===== src/rtl/pic_usart_peripheral_pkg.sv =====
// Shared memory map, bit indices and state types for the USART peripheral.
package pic_usart_peripheral_pkg;

  localparam int ADDR_W     = 9;
  localparam int BAUD_CNT_W = 10;

  localparam logic [ADDR_W-1:0] ADDR_RCSTA = 9'h018;
  localparam logic [ADDR_W-1:0] ADDR_TXREG = 9'h019;
  localparam logic [ADDR_W-1:0] ADDR_RCREG = 9'h01A;
  localparam logic [ADDR_W-1:0] ADDR_TXSTA = 9'h098;
  localparam logic [ADDR_W-1:0] ADDR_SPBRG = 9'h099;

  localparam int TXSTA_TXEN = 5;
  localparam int TXSTA_BRGH = 2;
  localparam int TXSTA_TRMT = 1;

  localparam int RCSTA_SPEN = 7;
  localparam int RCSTA_CREN = 4;
  localparam int RCSTA_FERR = 2;
  localparam int RCSTA_OERR = 1;

  typedef enum logic [1:0] {TX_IDLE, TX_START, TX_DATA, TX_STOP} tx_state_e;
  typedef enum logic [1:0] {RX_IDLE, RX_START, RX_DATA, RX_STOP} rx_state_e;

  // Last count value of the tick divider: (SPBRG+1)*(BRGH ? 1 : 4) - 1.
  function automatic logic [BAUD_CNT_W-1:0] baud_terminal(input logic [7:0] spbrg,
                                                          input logic brgh);
    logic [BAUD_CNT_W:0] n;
    n = {3'b000, spbrg} + 11'd1;
    if (!brgh) n = n << 2;
    return BAUD_CNT_W'(n - 11'd1);
  endfunction

endpackage


===== src/rtl/pic_usart_peripheral_if.sv =====
// Core-side peripheral bus into the USART register file.
interface pic_usart_peripheral_if;
  import pic_usart_peripheral_pkg::*;

  logic [ADDR_W-1:0] addr;
  logic              wr_en;
  logic              rd_en;
  logic [7:0]        data_in;
  logic [7:0]        data_out;
  logic              hit;

  modport master (output addr, wr_en, rd_en, data_in, input data_out, hit);
  modport slave  (input addr, wr_en, rd_en, data_in, output data_out, hit);
endinterface


===== src/rtl/usart_baud_gen.sv =====
// Sub-bit tick generator: one-clock tick every (SPBRG+1)*(BRGH?1:4) clocks.
module usart_baud_gen
  import pic_usart_peripheral_pkg::*;
(
  input  logic       clk,
  input  logic       rst_n,
  input  logic [7:0] spbrg,
  input  logic       brgh,
  input  logic       reload,
  output logic       tick
);

  logic [BAUD_CNT_W-1:0] cnt;
  logic [BAUD_CNT_W-1:0] term;

  assign term = baud_terminal(spbrg, brgh);
  assign tick = !reload && (cnt == term);

  // Free-running divider; >= catches a divisor shrinking under a live count.
  always_ff @(posedge clk or negedge rst_n) begin
    if (!rst_n)                     cnt <= '0;
    else if (reload || cnt >= term) cnt <= '0;
    else                            cnt <= cnt + 1'b1;
  end

endmodule


===== src/rtl/pic_usart_peripheral.sv =====
// PIC-style USART: register file, TX buffer/shifter and oversampled receiver.
module pic_usart_peripheral
  import pic_usart_peripheral_pkg::*;
#(
  parameter int OVERSAMPLE  = 16,
  parameter int SYNC_STAGES = 2   // must be >= 2
)(
  input  logic                   clk,
  input  logic                   rst_n,
  pic_usart_peripheral_if.slave  bus,
  output logic                   txif_strobe,
  output logic                   rcif_strobe,
  input  logic                   uart_rxd,
  output logic                   uart_txd
);

  localparam int OS_W = (OVERSAMPLE > 2) ? $clog2(OVERSAMPLE) : 1;
  localparam logic [OS_W-1:0] OS_LAST = OS_W'(OVERSAMPLE - 1);
  localparam logic [OS_W-1:0] OS_HALF = OS_W'(OVERSAMPLE / 2 - 1);

  // control / status
  logic [7:0] spbrg;
  logic       txen, brgh, trmt, spen, cren, ferr, oerr;

  // address decode
  logic sel_rcsta, sel_txreg, sel_rcreg, sel_txsta, sel_spbrg;
  logic wr_rcsta, wr_txreg, wr_txsta, wr_spbrg, rc_pop, cren_fall;
  logic tx_en, rx_en, tick;

  assign sel_rcsta = (bus.addr == ADDR_RCSTA);
  assign sel_txreg = (bus.addr == ADDR_TXREG);
  assign sel_rcreg = (bus.addr == ADDR_RCREG);
  assign sel_txsta = (bus.addr == ADDR_TXSTA);
  assign sel_spbrg = (bus.addr == ADDR_SPBRG);
  assign bus.hit   = sel_rcsta | sel_txreg | sel_rcreg | sel_txsta | sel_spbrg;

  assign wr_rcsta  = bus.wr_en & sel_rcsta;
  assign wr_txreg  = bus.wr_en & sel_txreg;
  assign wr_txsta  = bus.wr_en & sel_txsta;
  assign wr_spbrg  = bus.wr_en & sel_spbrg;
  assign rc_pop    = bus.rd_en & sel_rcreg;
  assign cren_fall = wr_rcsta & cren & ~bus.data_in[RCSTA_CREN];

  assign tx_en = spen & txen;
  assign rx_en = spen & cren;

  usart_baud_gen u_baud (
    .clk    (clk),
    .rst_n  (rst_n),
    .spbrg  (spbrg),
    .brgh   (brgh),
    .reload (wr_spbrg),
    .tick   (tick)
  );

  // Writable control bits
  always_ff @(posedge clk or negedge rst_n) begin
    if (!rst_n) begin
      spbrg <= '0; txen <= 1'b0; brgh <= 1'b0; spen <= 1'b0; cren <= 1'b0;
    end else begin
      if (wr_spbrg) spbrg <= bus.data_in;
      if (wr_txsta) begin
        txen <= bus.data_in[TXSTA_TXEN];
        brgh <= bus.data_in[TXSTA_BRGH];
      end
      if (wr_rcsta) begin
        spen <= bus.data_in[RCSTA_SPEN];
        cren <= bus.data_in[RCSTA_CREN];
      end
    end
  end

  // ---------------- transmitter ----------------
  tx_state_e       tx_state;
  logic [7:0]      tx_buf, tx_sh;
  logic            tx_full, txd_q;
  logic [OS_W-1:0] tx_os;
  logic [2:0]      tx_bit;

  // TX FSM: a pending buffer moves into the shifter whenever the line is
  // idle or a stop bit ends, so consecutive bytes leave no idle gap.
  always_ff @(posedge clk or negedge rst_n) begin
    if (!rst_n) begin
      tx_state <= TX_IDLE; tx_buf <= '0; tx_full <= 1'b0; tx_sh <= '0;
      tx_os <= '0; tx_bit <= '0; txd_q <= 1'b1; trmt <= 1'b1; txif_strobe <= 1'b0;
    end else if (!tx_en) begin
      tx_state <= TX_IDLE; tx_full <= 1'b0; txd_q <= 1'b1; trmt <= 1'b1;
      txif_strobe <= 1'b0;
    end else begin
      txif_strobe <= 1'b0;
      case (tx_state)
        TX_IDLE: if (tx_full) begin
          tx_sh <= tx_buf; tx_full <= 1'b0; tx_os <= '0; tx_state <= TX_START;
          txd_q <= 1'b0; trmt <= 1'b0; txif_strobe <= 1'b1;
        end
        default: if (tick) begin
          if (tx_os != OS_LAST) tx_os <= tx_os + 1'b1;
          else begin
            tx_os <= '0;
            case (tx_state)
              TX_START: begin
                tx_state <= TX_DATA; tx_bit <= '0;
                txd_q <= tx_sh[0]; tx_sh <= tx_sh >> 1;
              end
              TX_DATA: if (tx_bit == 3'd7) begin
                tx_state <= TX_STOP; txd_q <= 1'b1;
              end else begin
                tx_bit <= tx_bit + 1'b1;
                txd_q <= tx_sh[0]; tx_sh <= tx_sh >> 1;
              end
              default: if (tx_full) begin
                tx_sh <= tx_buf; tx_full <= 1'b0; tx_state <= TX_START;
                txd_q <= 1'b0; txif_strobe <= 1'b1;
              end else begin
                tx_state <= TX_IDLE; trmt <= 1'b1;
              end
            endcase
          end
        end
      endcase
      // A write in the same cycle as a load refills the just-emptied buffer.
      if (wr_txreg) begin
        tx_buf <= bus.data_in; tx_full <= 1'b1;
      end
    end
  end

  assign uart_txd = txd_q | ~spen;

  // ---------------- receiver ----------------
  logic [SYNC_STAGES-1:0] rx_sync;
  logic                   rx_s, rx_prev;
  rx_state_e              rx_state;
  logic [7:0]             rx_sh, rcreg;
  logic                   rc_full;
  logic [OS_W-1:0]        rx_os;
  logic [2:0]             rx_bit;

  assign rx_s = rx_sync[SYNC_STAGES-1];

  // Metastability chain plus one history flop for falling-edge detection
  always_ff @(posedge clk or negedge rst_n) begin
    if (!rst_n) begin
      rx_sync <= '1; rx_prev <= 1'b1;
    end else begin
      rx_sync <= {rx_sync[SYNC_STAGES-2:0], uart_rxd};
      rx_prev <= rx_s;
    end
  end

  // RX FSM: start bit checked at half a bit, then every bit at its midpoint
  always_ff @(posedge clk or negedge rst_n) begin
    if (!rst_n) begin
      rx_state <= RX_IDLE; rx_sh <= '0; rcreg <= '0; rc_full <= 1'b0;
      rx_os <= '0; rx_bit <= '0; ferr <= 1'b0; oerr <= 1'b0; rcif_strobe <= 1'b0;
    end else begin
      rcif_strobe <= 1'b0;
      if (rc_pop) rc_full <= 1'b0;
      if (!rx_en) rx_state <= RX_IDLE;
      else begin
        case (rx_state)
          RX_IDLE: if (!oerr && rx_prev && !rx_s) begin
            rx_state <= RX_START; rx_os <= '0;
          end
          RX_START: if (tick) begin
            if (rx_os != OS_HALF) rx_os <= rx_os + 1'b1;
            else begin
              rx_os <= '0; rx_bit <= '0;
              rx_state <= rx_s ? RX_IDLE : RX_DATA;
            end
          end
          RX_DATA: if (tick) begin
            if (rx_os != OS_LAST) rx_os <= rx_os + 1'b1;
            else begin
              rx_os <= '0;
              rx_sh <= {rx_s, rx_sh[7:1]};
              if (rx_bit == 3'd7) rx_state <= RX_STOP;
              else                rx_bit <= rx_bit + 1'b1;
            end
          end
          default: if (tick) begin
            if (rx_os != OS_LAST) rx_os <= rx_os + 1'b1;
            else begin
              rx_state <= RX_IDLE; rx_os <= '0;
              // a pop in this same cycle frees the holding register first
              if (!rc_full || rc_pop) begin
                rcreg <= rx_sh; rc_full <= 1'b1; ferr <= ~rx_s; rcif_strobe <= 1'b1;
              end else begin
                oerr <= 1'b1;
              end
            end
          end
        endcase
      end
      if (cren_fall) oerr <= 1'b0;
    end
  end

  // ---------------- read mux ----------------
  logic [7:0] rd_data;

  // Read data for the addressed register; write-only TXREG reads as zero
  always_comb begin
    rd_data = '0;
    if (sel_rcsta) begin
      rd_data[RCSTA_SPEN] = spen;
      rd_data[RCSTA_CREN] = cren;
      rd_data[RCSTA_FERR] = ferr;
      rd_data[RCSTA_OERR] = oerr;
    end else if (sel_txsta) begin
      rd_data[TXSTA_TXEN] = txen;
      rd_data[TXSTA_BRGH] = brgh;
      rd_data[TXSTA_TRMT] = trmt;
    end else if (sel_rcreg) begin
      rd_data = rcreg;
    end else if (sel_spbrg) begin
      rd_data = spbrg;
    end
  end

  assign bus.data_out = rst_n ? rd_data : 8'h00;

endmodule


===== src/flat_wrapper.sv =====
// flat-port wrapper written by rule: the top's interface ports become plain ports
module pic_usart_peripheral_flat import pic_usart_peripheral_pkg::*;
#(
  parameter int OVERSAMPLE  = 16,
  parameter int SYNC_STAGES = 2                  
)
  (clk, rst_n, txif_strobe, rcif_strobe, uart_rxd, uart_txd, bus_addr, bus_wr_en, bus_rd_en, bus_data_in, bus_data_out, bus_hit);
  pic_usart_peripheral_if bus_i ();
  input  logic clk;
  input  logic rst_n;
  output logic txif_strobe;
  output logic rcif_strobe;
  input  logic uart_rxd;
  output logic uart_txd;
  input wire logic [$bits(bus_i.addr)-1:0] bus_addr;
  input wire logic [$bits(bus_i.wr_en)-1:0] bus_wr_en;
  input wire logic [$bits(bus_i.rd_en)-1:0] bus_rd_en;
  input wire logic [$bits(bus_i.data_in)-1:0] bus_data_in;
  output wire logic [$bits(bus_i.data_out)-1:0] bus_data_out;
  output wire logic [$bits(bus_i.hit)-1:0] bus_hit;
  assign bus_i.addr = bus_addr;
  assign bus_i.wr_en = bus_wr_en;
  assign bus_i.rd_en = bus_rd_en;
  assign bus_i.data_in = bus_data_in;
  assign bus_data_out = bus_i.data_out;
  assign bus_hit = bus_i.hit;
  pic_usart_peripheral #(.OVERSAMPLE(OVERSAMPLE), .SYNC_STAGES(SYNC_STAGES)) u_core (.clk(clk), .rst_n(rst_n), .bus(bus_i), .txif_strobe(txif_strobe), .rcif_strobe(rcif_strobe), .uart_rxd(uart_rxd), .uart_txd(uart_txd));
endmodule

===== config.mk =====
export PLATFORM = sky130hd
export DESIGN_NAME = pic_usart_peripheral_flat
export DESIGN_NICKNAME = d
export VERILOG_FILES = /design/src/rtl/pic_usart_peripheral_pkg.sv /design/src/rtl/pic_usart_peripheral_if.sv /design/src/rtl/usart_baud_gen.sv /design/src/rtl/pic_usart_peripheral.sv /design/src/flat_wrapper.sv
export SDC_FILE = /design/constraint.sdc
export NUM_CORES = 1
export LEC_CHECK = 0
export CORE_UTILIZATION = 30
export CTS_BUF_LIST = sky130_fd_sc_hd__clkbuf_8
export DETAILED_ROUTE_END_ITERATION = 7
export GPL_TIMING_DRIVEN = 0
export SETUP_SLACK_MARGIN = 0.3
export SYNTH_ARGS = -nofsm -noshare
export SYNTH_HDL_FRONTEND = slang
export SYNTH_SLANG_ARGS = --single-unit

===== constraint.sdc =====
create_clock -name clk -period 3.55 [get_ports clk]
set_input_delay 0.8875 -clock clk [delete_from_list [all_inputs] [get_ports clk]]
set_output_delay 0.8875 -clock clk [all_outputs]
set_load 0.02 [all_outputs]

==> out/results.tsv <==
metric	value	unit
startpoint of the worst register-to-register path	u_core.spbrg[1]$_DFFE_PN0P_	
register clock-pin slew on the reported worst setup and hold paths	0.08	ns
first-pass GRT wire length	19000	um
total number of clock tree sinks	83	
Sw Ratio	0.2936	
Ports	34	
Worst-Skew Late Latency	0.36	ns
DRC viols	0	
Fin. Hold Viols	0	
unrepaired setup endpoints after global routing	true	
share of final-layout standard cells stronger than drive strength 1	0.3766	
final setup violating endpoints	40	
largest net degree at the start of global routing	67	
required time at the worst-slack endpoint	2.66	ns
clock period minus final worst setup slack	3.803	ns
non-filler instance count after layout	743	
die outline area	0.01613	mm2
overall power after layout	2.338	mW
gate count of the mapped netlist	464	
total length of routed wires	12120	um
Num CTS Buffers	9	
initial detailed-routing violation count	242	
status	complete, but fails checks	
Port Buffers	33	
worst ir drop on vdd	0.2230	mV
H-Tree Level Count	3	
worst reg2reg setup slack	-0.17	ns
fraction of the yosys area taken by sequential cells	0.4445	
via density per instance	5.261	
Area growth syn-to-layout	37.85	%
total of max-cap violations	0	
portion of total power attributed to combinational logic	0.246	
most common cell after layout, fill and taps aside	sky130_fd_sc_hd__dfrtp_1	
EDFF count, synth	0	
endpoint kind of the worst setup timing path	output pin	
Static Leak	2.873	nW
power density normalized to cell area	361.9	mW/mm2
routed length on met1	5431	um
Net Switching	686.5	uW
Antenna Nets Post-Route	0	
crit-path max FO	6	
GRT Util Overall	0.1495	
source of the worst hold timing path	u_core.rx_sync[0]$_DFF_PN1_	
clock share of power	0.332	
Int Pwr	1.652	mW
depth of the worst register-to-register path	18	
Max clock buf depth	2	
unique cell type count in the Yosys netlist	56	
Final Cycle Share	1.071	
net count of the mapped netlist	509	
critical path's largest stage delay	0.58	ns
Core ar.	0.01520	mm2
number of diodes added for antenna fixing	0	
fraction of power consumed by sequential logic	0.422	
end of the critical path	bus_data_out[1]	
antenna violations before repair	0	
Rows	45	
total of flip-flops plus latches after synthesis	83	
vias in the first global route	3826	
Crit Path Category	input pin to output pin	
Layout Cell Area excl Fill	0.006461	mm2
Post-Synthesis Cell Area	0.004687	mm2
horizontal die dimension	127.0	um
arrival time at the worst endpoint	2.92	ns
Routed met2 length	6002	um
highest routed layer	met4	
worst setup path startpoint	bus_addr[1]	
first-pass iteration count of the detailed router	4	
top_reg_cell synth	sky130_fd_sc_hd__dfrtp_1	
number of nets in the layout	595	
Hold Worst Slack	0.3590	ns
CTS root buffer	sky130_fd_sc_hd__clkbuf_8	
clock tree from TritonCTS	built	
RR Endpoint	u_core.rx_sh[2]$_DFFE_PN0P_	
normalized max-slew margin	0.3511	
post-detailed-placement cell area	0.005373	mm2
total vias in the final route	3909	
global route overflow	0	
yosys warns	0	
category of the worst setup path launch point	input pin	
commonest non-fill, non-tap cells in the layout	sky130_fd_sc_hd__dfrtp_1, sky130_fd_sc_hd__nand2_1, sky130_fd_sc_hd__nor2_1	
HPWL Detailed	8079	um
maximum clock skew at final layout	0.009991	ns
cts hold-fix bufs	0	
placed insts	686	
Die Height	127.0	um
failing checks	setup timing	
per-instance average area after synthesis	10.10	um2
Routed WL per cell	16.31	um
crit-path cells	clkdlybuf4s50_1, or4b_4, buf_8, mux2_2, a221oi_2, nor2_2, buf_6	
highest-delay cell along the critical path	sky130_fd_sc_hd__clkdlybuf4s50_1	
count of final max-slew check failures	0	
Starting Density	0.3083	
final cell utilization of the core	0.4250	
gpl congestion	0.8343	
met3 WL post-DR	434	um
final critical-path setup slack	-0.2532	ns
proportion of register bits with asynchronous set or reset after synthesis	1.000	
achievable clock frequency	262.9	MHz
measured slew at the worst slew-check pin	0.9654	ns
Min-Delay Path Class	flip-flop to flip-flop	
## metal layers
layer	vias to the layer above	track usage
li1	1839	-
met1	1962	0.1902
met2	83	0.2527
met3	25	0.03224
met4	0	0.04832
met5	-	0
## power by group through the flow
stage,Sequential [mW],Clock [mW],Combinational (mW)
after floorplan,0.999,0,0.193
after global placement,1.01,0,0.293
after detailed placement,1.01,0,0.302
after CTS,0.988,0.792,0.468
after global routing,0.991,0.831,0.620
final,0.988,0.776,0.575
## sequential cells by signal, indices dropped and copies added, names as in the netlist, 2 cells and up
name	count
u_core.tx_bit	3
u_core.tx_state	2
u_core.rx_bit	3
u_core.rcreg	8
u_core.rx_sync	2
u_core.tx_os	4
u_core.tx_sh	8
u_core.rx_state	2
u_core.rx_os	4
u_core.rx_sh	8
u_core.spbrg	8
u_core.tx_buf	8
u_core.u_baud.cnt	10
## kinds of logic after synthesis
family / synth area share
flip-flops: 0.4445
AND/OR/NAND/NOR: 0.1927
adder cells (fa/ha/maj): 0.06140
AO/OA/AOI/OAI: 0.1167
multiplexers: 0.1247
XOR/XNOR: 0.03924
buffers and inverters: 0.02082
## repair_timing
item | CTS | global route
setup buffers | 26 | 14
resized for setup | 135 | 64
pin swaps | 29 | 38
cloned | 0 | 1
setup endpoints to repair | 69 | 68
hold endpoints to repair | 0 | 0
## final cells by class
cell class / count / area (um2)
Fill cell: 1376 / 8741
Multi-Input combinational cell: 358 / 3063
Sequential cell: 83 / 2087
Timing Repair Buffer: 74 / 743.2
Tap cell: 188 / 235.2
Clock buffer: 10 / 137.6
Clock inverter: 6 / 88.84
Buffer: 10 / 53.80
Inverter: 14 / 52.55
## stage by stage
| step | TNS, ns | setup WS (ns) |
|---|---|---|
| 2_1_floorplan | -0.07120 | -0.008900 |
| 3_3_place_gp | -160.65 | -3.182 |
| 3_5_place_dp | -23.40 | -1.175 |
| 4_1_cts | -4.149 | -0.3154 |
| 5_1_grt | -9.948 | -0.3257 |
| 6_report | -3.742 | -0.2532 |
## cell usage after synthesis, drive strengths merged (2+ instances only)
cell type / n / area, um2
a21o: 5 / 37.54
a21oi: 25 / 125.1
a221oi: 3 / 32.53
a22o: 3 / 26.28
a22oi: 5 / 37.54
a31oi: 3 / 18.77
a32oi: 2 / 17.52
and2: 4 / 25.02
and3: 7 / 45.05
clkbuf: 9 / 33.78
dfrtp: 78 / 1952
dfstp: 5 / 131.4
ha: 23 / 287.8
inv: 14 / 52.55
mux2: 40 / 454.2
mux2i: 13 / 130.1
nand2: 42 / 167.7
nand2b: 11 / 68.82
nand3: 16 / 80.08
nand3b: 2 / 18.77
nand4: 4 / 25.02
nand4b: 2 / 17.52
nor2: 57 / 214.0
nor2b: 6 / 37.54
nor3: 8 / 56.31
nor4: 6 / 58.80
o2111ai: 2 / 17.52
o21ai: 24 / 131.4
o22ai: 8 / 50.05
o31a: 2 / 17.52
or3b: 2 / 17.52
xnor2: 11 / 96.34
xor2: 10 / 87.58
## critical path: cells and delay by family
kind	cells	cell delay [ns]
AO/OA/AOI/OAI	1	0.26
AND/OR/NAND/NOR	2	0.60
buffers and inverters	3	0.87
multiplexers	1	0.29
## how the worst min path moves through the flow
stage                                  end  depth (start not counted)
6_report       u_core.rx_sync[1]$_DFF_PN1_                          0
5_1_grt        u_core.rx_sync[1]$_DFF_PN1_                          0
4_1_cts        u_core.rx_sync[1]$_DFF_PN1_                          0
3_5_place_dp   u_core.rx_sync[1]$_DFF_PN1_                          0
3_3_place_gp   u_core.rx_sync[1]$_DFF_PN1_                          0
2_1_floorplan  u_core.rx_sync[1]$_DFF_PN1_                          0
Power figures use the tool's default switching activity.
